==> src/rtl/fabric_config_sequencer.sv <==
// Byte-stream configuration loader: assembles 8-byte little-endian address/data frames
// and drives each one onto the fabric configuration bus for exactly one cycle.
module fabric_config_sequencer #(
    parameter int unsigned GAP_CYCLES = 1
) (
    input  logic        clk,
    input  logic        reset,
    input  logic        start,
    input  logic        abort,
    input  logic [7:0]  byte_in,
    input  logic        byte_valid,
    output logic        byte_ready,
    output logic [31:0] config_addr,
    output logic [31:0] config_data,
    output logic        busy,
    output logic        done,
    output logic [15:0] frame_count
);

    typedef enum logic [2:0] {
        S_IDLE,
        S_LOAD,
        S_WRITE,
        S_GAP,
        S_DONE
    } state_e;

    localparam logic [3:0] GAP_LAST = 4'(GAP_CYCLES - 1);

    state_e      state_q;
    logic [2:0]  byte_idx_q;
    logic [3:0]  gap_cnt_q;
    logic [55:0] frame_q;
    logic [31:0] config_addr_q;
    logic [31:0] config_data_q;
    logic [15:0] frame_count_q;

    logic        accept;
    logic [31:0] asm_addr_d;
    logic [31:0] asm_data_d;

    // Byte 7 never lands in frame_q: it is merged straight into the data word.
    assign accept     = byte_valid && byte_ready;
    assign asm_addr_d = frame_q[31:0];
    assign asm_data_d = {byte_in, frame_q[55:32]};

    assign byte_ready  = (state_q == S_LOAD);
    assign busy        = (state_q == S_LOAD) || (state_q == S_WRITE) || (state_q == S_GAP);
    assign done        = (state_q == S_DONE);
    assign config_addr = config_addr_q;
    assign config_data = config_data_q;
    assign frame_count = frame_count_q;

    // NOTE: every register here uses <= so all updates see pre-edge values, regardless of statement order.
    always_ff @(posedge clk or posedge reset) begin
        if (reset) begin
            state_q       <= S_IDLE;
            byte_idx_q    <= '0;
            gap_cnt_q     <= '0;
            frame_q       <= '0;
            config_addr_q <= '0;
            config_data_q <= '0;
            frame_count_q <= '0;
        end else if (abort) begin
            state_q       <= S_IDLE;
            byte_idx_q    <= '0;
            gap_cnt_q     <= '0;
            config_addr_q <= '0;
        end else begin
            case (state_q)
                S_IDLE, S_DONE: begin
                    if (start) begin
                        state_q       <= S_LOAD;
                        byte_idx_q    <= '0;
                        frame_count_q <= '0;
                    end
                end
                S_LOAD: begin
                    if (accept) begin
                        if (byte_idx_q == 3'd7) begin
                            byte_idx_q <= '0;
                            if (asm_addr_d != '0) begin
                                state_q       <= S_WRITE;
                                config_addr_q <= asm_addr_d;
                                config_data_q <= asm_data_d;
                                if (frame_count_q != 16'hFFFF) begin
                                    frame_count_q <= frame_count_q + 16'd1;
                                end
                            end else begin
                                state_q <= S_DONE;
                            end
                        end else begin
                            frame_q[{byte_idx_q, 3'b000} +: 8] <= byte_in;
                            byte_idx_q <= byte_idx_q + 3'd1;
                        end
                    end
                end
                S_WRITE: begin
                    state_q       <= S_GAP;
                    config_addr_q <= '0;
                    gap_cnt_q     <= '0;
                end
                S_GAP: begin
                    if (gap_cnt_q == GAP_LAST) begin
                        state_q   <= S_LOAD;
                        gap_cnt_q <= '0;
                    end else begin
                        gap_cnt_q <= gap_cnt_q + 4'd1;
                    end
                end
                default: state_q <= S_IDLE;
            endcase
        end
    end

endmodule

==> config.mk <==
export PLATFORM = sky130hd
export DESIGN_NAME = fabric_config_sequencer
export DESIGN_NICKNAME = d
export VERILOG_FILES = /design/src/rtl/fabric_config_sequencer.sv
export SDC_FILE = /design/constraint.sdc
export NUM_CORES = 1
export LEC_CHECK = 0
export ABC_AREA = 1
export ABC_CLOCK_PERIOD_IN_PS = 11900
export BUFFER_PORTS_ARGS = -buffer_cell sky130_fd_sc_hd__clkbuf_2
export CAP_MARGIN = 20
export CORE_UTILIZATION = 60
export DETAILED_ROUTE_END_ITERATION = 7
export PLACE_DENSITY = 0.83
export SLEW_MARGIN = 20
export SYNTH_ARGS = -nofsm -noshare
export SYNTH_HDL_FRONTEND = slang
export SYNTH_SLANG_ARGS = --single-unit
==> constraint.sdc <==
create_clock -name clk -period 11.9 [get_ports clk]
set_input_delay 0 -clock clk [delete_from_list [all_inputs] [get_ports clk]]
set_output_delay 0 -clock clk [all_outputs]
set_load 0.02 [all_outputs]
* Word level (Yosys, flattened, before mapping)
Cells that the tools add are included. W data, S select, Z words.
Word-level totals: output and inout bits 83, register bits 146, logic and storage cells 75, input port bits 13
Operators by class: shift operators 2, equality and inequality tests 16, bitwise gates (word level) 2, reductions and logical operators 17, add/subtract/negate cells 4, mux-type cells 27
Operators with widths (number):
- $mux W32 | 4
- $mux W16 | 5
- $pmux W32 S2 | 1
- $bwmux W56 | 1
- $shift A8 B8 Y56 const A | 1
- $shiftx A8 B8 Y56 | 1
- $pmux W16 S2 | 1
- $reduce_bool A32 Y1 | 1
- $mux W3 | 10
- $add A16 B1 Y16 const B | 1
- $ne A16 B16 Y1 const B | 1
- $ne A3 B2 Y1 const B | 4
- $pmux W3 S4 | 1
- $reduce_and A4 Y1 | 3
- $reduce_bool A3 Y1 | 3
- $mux W4 | 2
- $ne A2 B1 Y1 const B | 4
- $neg A6 Y8 | 1
- $pmux W4 S2 | 1
- $reduce_and A7 Y1 | 1
- $eq A3 B2 Y1 const B | 2
- $eq A3 B3 Y1 const B | 2
- $pmux W3 S2 | 1
- $reduce_and A5 Y1 | 1
- 13 further kinds | 15

* Logic depth before layout (Yosys ltp)
Gate-level depths: netlist (run 1).
word-level depth 6, depth in mapped cells 11, mapped depth without buffers 10

* Worst setup path before layout (run 1)
OpenSTA, ideal clock, no wires.
path type register to register, from reg byte_idx_q[0], to reg frame_q[32], setup time 0.131 ns, arrival time 1.739 ns, clock period less this slack 1.870 ns, stages on the path, launching flop included 11, buffers on the path 2, path slack 10.030 ns, cell sequence dfrtp_1 -> inv_2 -> ha_1 -> clkbuf_1 -> inv_1 -> nand2_1 -> nor3_1 -> nand2_1 -> clkbuf_1 -> nand2_1 -> o21ai_0
Between the ends: cells in the longest elaborated chain, start to end 3
RTL lines:
- start: declaration | RTL line 31 | logic [2:0] byte_idx_q;
- start signal: assignment | RTL line 94 | byte_idx_q <= byte_idx_q + 3'd1;
- $neg A6 Y8 / $eq A3 B3 Y1 (equally long branches) | RTL line 93, 80
- $shiftx A8 B8 Y56 (tied with other cells) | RTL line 93 | frame_q[{byte_idx_q, 3'b000} +: 8] <= byte_in;
- $bwmux W56 / $reduce_and A4 Y1 (equally long branches)
- end signal: indexed assignment | RTL line 93
- end: declaration | RTL line 33 | logic [55:0] frame_q;
Several ways; a longest one is shown, not always the timed one. A chain may end at the register's enable or synchronous reset.

* Final worst setup path (run 1)
from reg byte_idx_q[0], to reg frame_count_q[11] (netlist: frame_count[11])
Between the ends: cells in the longest elaborated chain, start to end 3
RTL lines:
- $eq A3 B3 Y1 | RTL line 80 | if (byte_idx_q == 3'd7) begin
- $ne A2 B1 Y1 (no source line)
- $reduce_and A7 Y1 (no source line)
- end signal: assignment | RTL line 87 | frame_count_q <= frame_count_q + 16'd1;
- end: declaration | RTL line 36 | logic [15:0] frame_count_q;
Every way passes these cells.

==> results of run 1 <==
## layout make-up
type                    instances  area, um^2
flip-flops and latches        146        3650
fillers                       735        2560
multi-input cells             543        2550
repair buffers                111         633
clock buffers                  22         453
inverters                      62         238
clock inverters                 9         203
well taps                     136         170
## worst max-delay path, stage by stage, from the launching register on
cell	delay, ns
dfrtp_1	0.63
ha_1	0.27
ha_1	0.16
inv_1	0.09
nor4_4	0.26
buf_4	0.35
nand3_2	0.37
nand2_2	0.41
nand2_1	0.13
nand2_1	0.08
## layout by cell type, fill, tap and decap left out, drive strengths merged, types with 9 or more instances in the layout
cell type    netlist  final
inv               61     60
dlygate4sd3        0     12
nand4             10     10
nand3             95     95
clkbuf            19    117
ha                 9      9
nand2            232    232
o21ai            105    105
nor2              59     59
dfrtp            146    146
a21oi             11     11
nor3               9      9
## cell usage after synthesis (all sizes together)
cell	number
ha	9
inv	61
o21ai	105
nor3b	1
a21boi	1
nand4	10
buf	15
nand2	232
nor4	1
nand3	95
clkinv	1
o22ai	1
o211ai	1
and3	1
nor2	59
and2	1
xnor2	2
nor3	9
o21a	1
dfrtp	146
a21oi	11
clkbuf	19
xor2	2
a31oi	1
## where the power goes
part           switching [mW]  internal, mW
clock network           0.200         0.394
registers              0.0452         0.548
logic                   0.241        0.0889
## metrics by stage
| stage | total power [mW] | hold slack (ns) | setup slack [ns] | instances | cell area, um^2 |
|---|---|---|---|---|---|
| after floorplan | 0.831 | 0.162 | 7.98 | 785 | 6580 |
| after global placement | 0.902 | 0.149 | 9.08 | 985 | 7100 |
| after detailed placement | 0.920 | 0.161 | 8.96 | 986 | 7110 |
| after CTS | 1.52 | 0.166 | 8.85 | 1029 | 7890 |
| after global routing | 1.58 | 0.216 | 8.90 | 1029 | 7900 |
| final | 1.52 | 0.147 | 9.07 | 1029 | 7900 |
## logic make-up after synthesis
logic type | count (synthesis) | synth area share (%)
simple gates | 409 | 27.0
flops | 146 | 55.5
compound gates | 121 | 9.36
buf+inv | 96 | 5.86
fa+ha+maj | 9 | 1.71
xor+xnor | 4 | 0.533
## sequential cells by signal, indices dropped and copies added, names as in the netlist
register,cells
byte_idx_q,3
config_addr,32
config_data,32
frame_count,16
frame_q,56
gap_cnt_q,4
state_q,3
## worst paths after layout
check / from / end / depth (start not counted)
setup / recovery: byte_idx_q[0]$_DFFE_PP0P_ / frame_count[11]$_DFFE_PP0P_ / 9
hold / removal: reset / config_addr[22]$_DFFE_PP0P_ / 3
setup reg to reg: byte_idx_q[0]$_DFFE_PP0P_ / frame_count[11]$_DFFE_PP0P_ / 9
hold reg to reg: config_data[19]$_DFFE_PP0P_ / config_data[19]$_DFFE_PP0P_ / 2
max in group asynchronous: reset / state_q[0]$_DFFE_PP0P_ / 4
min in group clk: byte_in[5] / frame_q[53]$_DFFE_PP0P_ / 4
## routing by layer
metal / track usage, % / up-vias / routed length (um)
met5: 0 / - / 0
met4: 11.4 / 0 / 401
met3: 7.42 / 44 / 1110
met2: 48.3 / 264 / 7840
met1: 41.6 / 2771 / 7140
li1: - / 2752 / -
==> metrics.md, run 1 <==
| Metric | Value |
|---|---|
| DR iter-0 viols | `532` |
| Initial antenna violation count | `0` |
| Num ports | `96` |
| Postcts setup bufs | `0` |
| Clk_skew | `0.0111 ns` |
| Synth-to-layout area growth | `20.1%` |
| WS Path Type | `reg2reg` |
| Final Critical Period | `2.83 ns` |
| Final ANT Viol Nets | `0` |
| Clock slew at reported path FFs | `0.06 ns` |
| Slew margin rel. | `34.4%` |
| CP required | `12.35 ns` |
| Clk root buf | `clkbuf_8` |
| Drt first pass iters | `5` |
| Overall via count from detail_route | `5831` |
| Gr usage total | `30.7%` |
| Worst skew pair latency | `0.53 ns` |
| FMAX | `0.353 GHz` |
| DR WL/cell | `16.0 um` |
| Crit path DAT | `3.28 ns` |
| IO buf count | `95` |
| Final setup viols | `0` |
| CTS hold repair buffers | `12` |
| GP Congestion | `0.870` |
| Biggest area consumer among synthesized cells | `dfrtp_1` |
| Nets | `903` |
| DP HPWL | `10.7 mm` |
| Vias in the first global route | `5482` |
| Worst reg2reg setup slack | `9.07 ns` |
| Setup tns final | `0 ns` |
| Via density per instance | `5.67` |
| Residual DRC | `0` |
| CTS sink cnt | `146` |
| Crit Path Max Fanout | `24` |
| # rows | `37` |
| Worst setup EP type | `register` |
| Total nets after synthesis | `807` |
| Die Span Y | `107 um` |
| Slew @ Worst Pin | `0.978 ns` |
| Final Slew Violations | `0` |
| CP Launch Type | `register` |
| Largest cells by area after synthesis | `dfrtp_1, nand2_1, nand3_1, o21ai_1, inv_1` |
| Post-synthesis cell type count | `31` |
| Grt total ovfl | `0` |
| Seq cells post-synth | `146` |
| Clk buf depth | `2` |
| Max-Cap Viols | `0` |
| Avg Cell Area, Syn | `8.38 um^2` |
| Count of final hold-check violations | `0` |
| PD cells | `192 mW/mm^2` |
| Starting Density | `62.9%` |
| Core area | `0.0105 mm^2` |
| Total wire length | `16.5 mm` |
| RSZ-0062 raised after global routing | `no` |
| CTS resizes | `0` |
| Die footprint | `0.0114 mm^2` |
| Die outline width | `107 um` |
| Largest net degree at the start of global routing | `78` |
| Share of layout cells above drive strength 1 | `16.7%` |
| Synthesized netlist cell count | `785` |
| H-tree levels | `4` |
| Ratio of final minimum period to clock period | `23.8%` |
| Top cell type's share of synthesized area | `55.5%` |
| Num CTS Buffers | `17` |
| Hold Crit Class | `in2async` |
| Global-route wire length before repair | `26.9 mm` |
| Yosys warnings | `0` |
| CTS tree | `yes` |
| Mapped cell area | `0.00658 mm^2` |
| Status | `finished, final reports clean` |
| Leakage power | `3.94 nW` |
| Worst vdd ir | `0.114 mV` |
| Diodes inserted | `0` |
| Fin util | `75.5%` |
| Seq/Total Area, Yosys | `55.5%` |
Note: power is estimated with default switching activity, not from simulation.
==> run 2: changes to the inputs <==
--- a/config.mk
+++ b/config.mk
@@ -5,13 +5,13 @@
 export SDC_FILE = /design/constraint.sdc
 export NUM_CORES = 1
 export LEC_CHECK = 0
-export ABC_AREA = 1
-export ABC_CLOCK_PERIOD_IN_PS = 11900
+export ABC_AREA = 0
+export ABC_CLOCK_PERIOD_IN_PS = 2300
 export BUFFER_PORTS_ARGS = -buffer_cell sky130_fd_sc_hd__clkbuf_2
 export CAP_MARGIN = 20
-export CORE_UTILIZATION = 60
+export CORE_UTILIZATION = 51
 export DETAILED_ROUTE_END_ITERATION = 7
-export PLACE_DENSITY = 0.83
+export PLACE_DENSITY = 0.75
 export SLEW_MARGIN = 20
 export SYNTH_ARGS = -nofsm -noshare
 export SYNTH_HDL_FRONTEND = slang
==> constraint.sdc (replaced) <==
create_clock -name clk -period 2.3 [get_ports clk]
set_input_delay 0 -clock clk [delete_from_list [all_inputs] [get_ports clk]]
set_output_delay 0 -clock clk [all_outputs]
set_load 0.02 [all_outputs]
==> metrics.md, run 2 <==
| Metric | Value |
|---|---|
| Worst setup EP type | `register` |
| Via density per instance | `5.64` |
| Crit Path Max Fanout | `30` |
| Asr flop ratio synth | `100%` |
| Num CTS Buffers | `17` |
| Nets | `716` |
| Hold Path End | `config_addr[0]$_DFFE_PP0P_` |
| Inst Count DP | `830` |
| Die Span Y | `114 um` |
| Post-synth EDFFs | `0` |
| DR WL met2 | `7.59 mm` |
| Post-synthesis cell type count | `61` |
| Clk root buf | `clkbuf_16` |
| H-tree levels | `4` |
| Setup tns final | `0 ns` |
| Vias in the first global route | `4875` |
| Count leader, synth | `dfrtp_1` |
| GP Congestion | `0.895` |
| Fin util | `65.1%` |
| Residual DRC | `0` |
| Gr usage total | `25.6%` |
| Clk buf depth | `2` |
| Seq cells post-synth | `146` |
| PD cells | `758 mW/mm^2` |
| Slew margin rel. | `50.2%` |
| Overall via count from detail_route | `4926` |
| CP Launch Type | `register` |
| Final setup margin | `0.114 ns` |
| FMAX | `0.457 GHz` |
| Max reg flops | `56` |
| Drt first pass iters | `4` |
| Pre-CTS WS | `0.0661 ns` |
| Largest cells by area after synthesis | `dfrtp_1, nand2_1, mux2_2, a22o_1, mux2i_1` |
| CTS sink cnt | `146` |
| Worst vdd ir | `0.513 mV` |
| Final Power | `6.00 mW` |
| Count of final hold-check violations | `0` |
| Die outline width | `114 um` |
| Clock slew at reported path FFs | `0.06 ns` |
| Hold Crit Depth | `4` |
| Yosys warnings | `0` |
| Synth-to-layout area growth | `23.0%` |
| Worst reg2reg setup slack | `0.11 ns` |
| Diodes inserted | `0` |
| DR iter-0 viols | `409` |
| Worst R2R Path Depth | `5` |
| Mapped cell area | `0.00643 mm^2` |
| Most frequent cells in the layout | `dfrtp_1, nand2_1, clkbuf_2` |
| IO buf count | `95` |
| DR top layer | `met4` |
| Top cell type's share of synthesized area | `56.8%` |
| Num ports | `96` |
| CP required | `2.60 ns` |
| Status | `finished, final reports clean` |
| Reg2reg start | `frame_q[15]$_DFFE_PP0P_` |
| Final instance area | `0.00792 mm^2` |
| Routed length on met1 | `6.67 mm` |
| Final setup viols | `0` |
| Ys flop type | `dfrtp_1` |
| Avg Cell Area, Syn | `11.2 um^2` |
| Global-route wire length before repair | `25.3 mm` |
| Tightest hold margin | `0.0556 ns` |
| Worst Hold Launch | `byte_valid` |
| Initial antenna violation count | `0` |
| Seq/Total Area, Yosys | `56.8%` |
| Starting Density | `52.9%` |
| Worst skew pair latency | `0.42 ns` |
| Slew @ Worst Pin | `0.745 ns` |
| Share of layout cells above drive strength 1 | `28.5%` |
| RSZ-0062 raised after global routing | `no` |
| Biggest area consumer among synthesized cells | `dfrtp_1` |
| Synthesized netlist cell count | `577` |
| Final Slew Violations | `0` |
| Clk_skew | `0.00801 ns` |
| DP HPWL | `10.5 mm` |
| CTS tree | `yes` |
| Layout Cells excl Fill | `874` |
| # rows | `40` |
| Max-Cap Viols | `0` |
| Launch point of the worst path | `frame_q[15]$_DFFE_PP0P_` |
| Final Critical Period | `2.19 ns` |
| Total wire length | `15.3 mm` |
| Post-synth top cells | `dfrtp_1, nand2_1, a22o_1` |
| Placed cell area | `0.00713 mm^2` |
| Die footprint | `0.0131 mm^2` |
| Total nets after synthesis | `599` |
| DR WL/cell | `17.5 um` |
| WS Path Type | `reg2reg` |
| Met3 WL | `815 um` |
| Leakage power | `4.00 nW` |
| Grt total ovfl | `0` |
| Ratio of final minimum period to clock period | `95.0%` |
| Most common cell after layout, fill and taps aside | `dfrtp_1` |
| Largest register by flop count | `frame_q` |
| Crit path DAT | `2.49 ns` |
| Core area | `0.0122 mm^2` |
| Worst r2r dst | `config_addr[7]$_DFFE_PP0P_` |
| Largest net degree at the start of global routing | `47` |
| Hold Crit Class | `in2reg` |
| Final ANT Viol Nets | `0` |
[run 2: cell types whose count changed after synthesis, moves of 9 or more]
cell and change:
mux2i_1 +16, a22o_1 +32, inv_1 -38, nor2_1 -37, mux2_2 +27, o21ai_1 -74
buf_6 +9, nand2_1 -107, nand3_1 -73, clkbuf_1 -12, nor4_1 +9
[run 2: area by class of cell]
type | count | area, um^2
fillers | 938 | 4240
inverters | 20 | 78.8
repair buffers | 130 | 843
well taps | 168 | 210
clock buffers | 21 | 460
multi-input cells | 379 | 2490
clock inverters | 10 | 181
flip-flops and latches | 146 | 3650
[run 2: worst max-delay path, stage by stage (launching register included)]
cell and delay [ns]:
dfrtp_1 0.42, nor4_1 0.36, nand4_1 0.36, o2111a_2 0.41, buf_4 0.24, a22o_1 0.28
[run 2: how the worst max path moves through the flow]
stage	endpoint	slack, ns
detailed placement	frame_q[0]$_DFFE_PP0P_	0.07
global placement	frame_count[0]$_DFFE_PP0P_	0.18
finish	config_addr[7]$_DFFE_PP0P_	0.11
floorplan	frame_q[0]$_DFFE_PP0P_	0.25
CTS	frame_q[33]$_DFFE_PP0P_	0.02
global route	config_addr[7]$_DFFE_PP0P_	0.004
[run 2: logic make-up after synthesis]
group	share of synthesized area, %
simple gates	16.7
mux	7.21
compound gates	12.6
xor+xnor	0.136
flops	56.8
buf+inv	4.76
fa+ha+maj	1.75
[run 2: power breakdown]
group / total, mW / leakage [nW] / switching [mW] / internal (mW)
clock network: 2.99 / 0.313 / 1.02 / 1.97
logic: 0.327 / 1.72 / 0.197 / 0.130
registers: 2.68 / 1.97 / 0.0564 / 2.63
total: 6.00 / 4.00 / 1.27 / 4.73
[run 2: routing by layer]
layer	vias up	track usage (%)
li1	2288	-
met1	2446	34.2
met2	173	40.7
met3	19	5.72
met4	0	10.6
met5	-	0
[run 2: repair_timing]
action	CTS	global route
hold endpoints to repair	70	0
setup buffers	0	1
hold buffers	12	0
gates resized for setup	0	3
setup endpoints to repair	0	29
==> run 3: changes to the inputs <==
--- a/config.mk
+++ b/config.mk
@@ -11,7 +11,8 @@
 export CAP_MARGIN = 20
 export CORE_UTILIZATION = 51
 export DETAILED_ROUTE_END_ITERATION = 7
-export PLACE_DENSITY = 0.75
+export HOLD_SLACK_MARGIN = 0.03
+export PLACE_DENSITY = 0.85
 export SLEW_MARGIN = 20
 export SYNTH_ARGS = -nofsm -noshare
 export SYNTH_HDL_FRONTEND = slang
==> metrics.md, run 3 (synthesis gave the netlist of run 2 again) <==
| Metric | Value |
|---|---|
| Status | `finished, final reports clean` |
| Slew @ Worst Pin | `0.613 ns` |
| CTS sink cnt | `146` |
| Final ANT Viol Nets | `0` |
| IO buf count | `95` |
| Setup tns final | `0 ns` |
| Clk_skew | `0.00909 ns` |
| Starting Density | `52.9%` |
| Slew margin rel. | `58.7%` |
| Core area | `0.0122 mm^2` |
| Largest register by flop count | `frame_q` |
| Clk buf depth | `2` |
| Crit Path Max Fanout | `14` |
| Total wire length | `16.1 mm` |
| Count of final hold-check violations | `0` |
| Synth-to-layout area growth | `21.2%` |
| Global-route wire length before repair | `25.8 mm` |
| Final setup viols | `0` |
| Num CTS Buffers | `17` |
| Worst skew pair latency | `0.42 ns` |
| Most frequent cells in the layout | `dfrtp_1, nand2_1, clkbuf_2` |
| Die outline width | `114 um` |
| Pint | `4.34 mW` |
| Leakage power | `3.94 nW` |
| Hold Crit Class | `in2reg` |
| Slowest-stage cell, CP | `o2111a_2` |
| Critical path buffer and inverter count | `2` |
| Filler cell count | `921` |
| Die Span Y | `114 um` |
| CP required | `2.60 ns` |
| Overall via count from detail_route | `5037` |
| Clk root buf | `clkbuf_16` |
| DR WL/cell | `18.5 um` |
| Via density per instance | `5.79` |
| Final Critical Period | `2.20 ns` |
| Clock Power Share | `46.7%` |
| Critical path cell sequence | `buf_4 > inv_1 > ha_1 > ha_1 > nor3_2 > o2111a_2 > mux2_2` |
| DR iter-0 viols | `541` |
| Clock slew at reported path FFs | `0.06 ns` |
| CTS tree | `yes` |
| PD cells | `729 mW/mm^2` |
| Max reg flops | `56` |
| Vias in the first global route | `4996` |
| RSZ-0062 raised after global routing | `no` |
| Most common cell after layout, fill and taps aside | `dfrtp_1` |
| CP delay by family, top | `adder cells` |
| Gr usage total | `26.0%` |
| Final Power | `5.68 mW` |
| Worst vdd ir | `0.493 mV` |
| CP Launch Type | `register` |
| # rows | `40` |
| Switching share of power | `23.6%` |
| Worst setup EP type | `register` |
| GP Congestion | `0.900` |
| Grt total ovfl | `0` |
| WS Path Type | `reg2reg` |
| P_sw | `1.34 mW` |
| H-tree levels | `4` |
| Max-Cap Viols | `0` |
| Drt first pass iters | `7` |
| Worst reg2reg setup slack | `0.10 ns` |
| Comb pwr share | `5.9%` |
| Share of layout cells above drive strength 1 | `28.3%` |
| Diodes inserted | `0` |
| Worst path max stage delay | `0.38 ns` |
| Largest net degree at the start of global routing | `101` |
| Sequential share of power | `47.3%` |
| Final Slew Violations | `0` |
| Cell mode on critical path | `ha_1` |
| Inst Count DP | `827` |
| Crit path DAT | `2.50 ns` |
| DP HPWL | `10.6 mm` |
| Residual DRC | `0` |
| FMAX | `0.455 GHz` |
| Layout Cells excl Fill | `870` |
| Die footprint | `0.0131 mm^2` |
| Nets | `712` |
| Ratio of final minimum period to clock period | `95.6%` |
| Initial antenna violation count | `0` |
| Num ports | `96` |
[run 3: changes by cell type in the layout (fill, tap and decap cells not counted)]
cell	before	now
clkinv_2	3	5
nor3_2	1	2
clkinv_4	1	2
bufinv_16	5	2
nor3_1	2	1
clkbuf_1	2	0
clkinvlp_4	2	5
inv_6	0	1
buf_12	6	5
nor4_1	8	9
clkbuf_8	2	0
buf_4	17	14
nor4_2	4	3
[run 3: final cells by class]
cell class	count	area [um^2]	share of cell area [%]
sequential	146	3650	46.8
clock buffer	17	425	5.45
clock inverter	14	141	1.81
inverter	20	78.8	1.01
tap	168	210	2.70
timing repair buffer	126	801	10.3
multi-input combinational	379	2490	31.9
[run 3: worst reg2reg max path, delay by kind of cell, from the launching register on]
kind / cells / cell delay [ns]
multiplexers: 1 / 0.37
AND/OR/NAND/NOR: 1 / 0.20
buffers and inverters: 2 / 0.32
flip-flops: 1 / 0.35
AO/OA/AOI/OAI: 1 / 0.38
adder cells (fa/ha/maj): 2 / 0.47
[run 3: power by group through the flow]
stage	Clock, mW	Combinational, mW	Sequential, mW
finish	2.66	0.336	2.69
global route	2.79	0.366	2.70
CTS	2.68	0.335	2.69
detailed placement	0	0.310	2.73
global placement	0	0.295	2.73
floorplan	0	0.211	2.71
[run 3: timing repair]
action,CTS,global route
pin swaps,0,1
gates resized for setup,1,2
buffers inserted,0,0
endpoints found under the setup margin,8,16
hold endpoints to repair,96,0
hold buffers,12,0
[run 3: metrics by stage]
stage / setup slack (ns) / hold WS [ns] / instance area [um^2] / utilization [%]
final: 0.102 / 0.0493 / 7800 / 64.1
after global placement: 0.186 / 0.0101 / 7100 / 58.4
after detailed placement: 0.0197 / 0.0261 / 7100 / 58.4
after global routing: 0.00590 / 0.0778 / 7800 / 64.1
after CTS: 0.0574 / 0.0534 / 7790 / 64.1
after floorplan: 0.245 / 0.105 / 6440 / -
[run 3: per-layer routing]
layer,vias to the layer above,track usage (%),wire length (um)
met5,-,0,0
met4,0,9.78,362
met3,36,5.61,906
met2,206,42.5,7970
met1,2518,34.3,6870
li1,2277,-,-
[run 3: final timing paths]
kind / from / end / depth (start not counted)
setup / recovery: byte_idx_q[0]$_DFFE_PP0P_ / frame_q[37]$_DFFE_PP0P_ / 7
hold / removal: byte_valid / config_addr[0]$_DFFE_PP0P_ / 4
setup reg to reg: byte_idx_q[0]$_DFFE_PP0P_ / frame_q[37]$_DFFE_PP0P_ / 7
hold reg to reg: frame_q[35]$_DFFE_PP0P_ / config_data[3]$_DFFE_PP0P_ / 2
max in group asynchronous: reset / frame_q[28]$_DFFE_PP0P_ / 4
min in group asynchronous: reset / config_data[24]$_DFFE_PP0P_ / 3
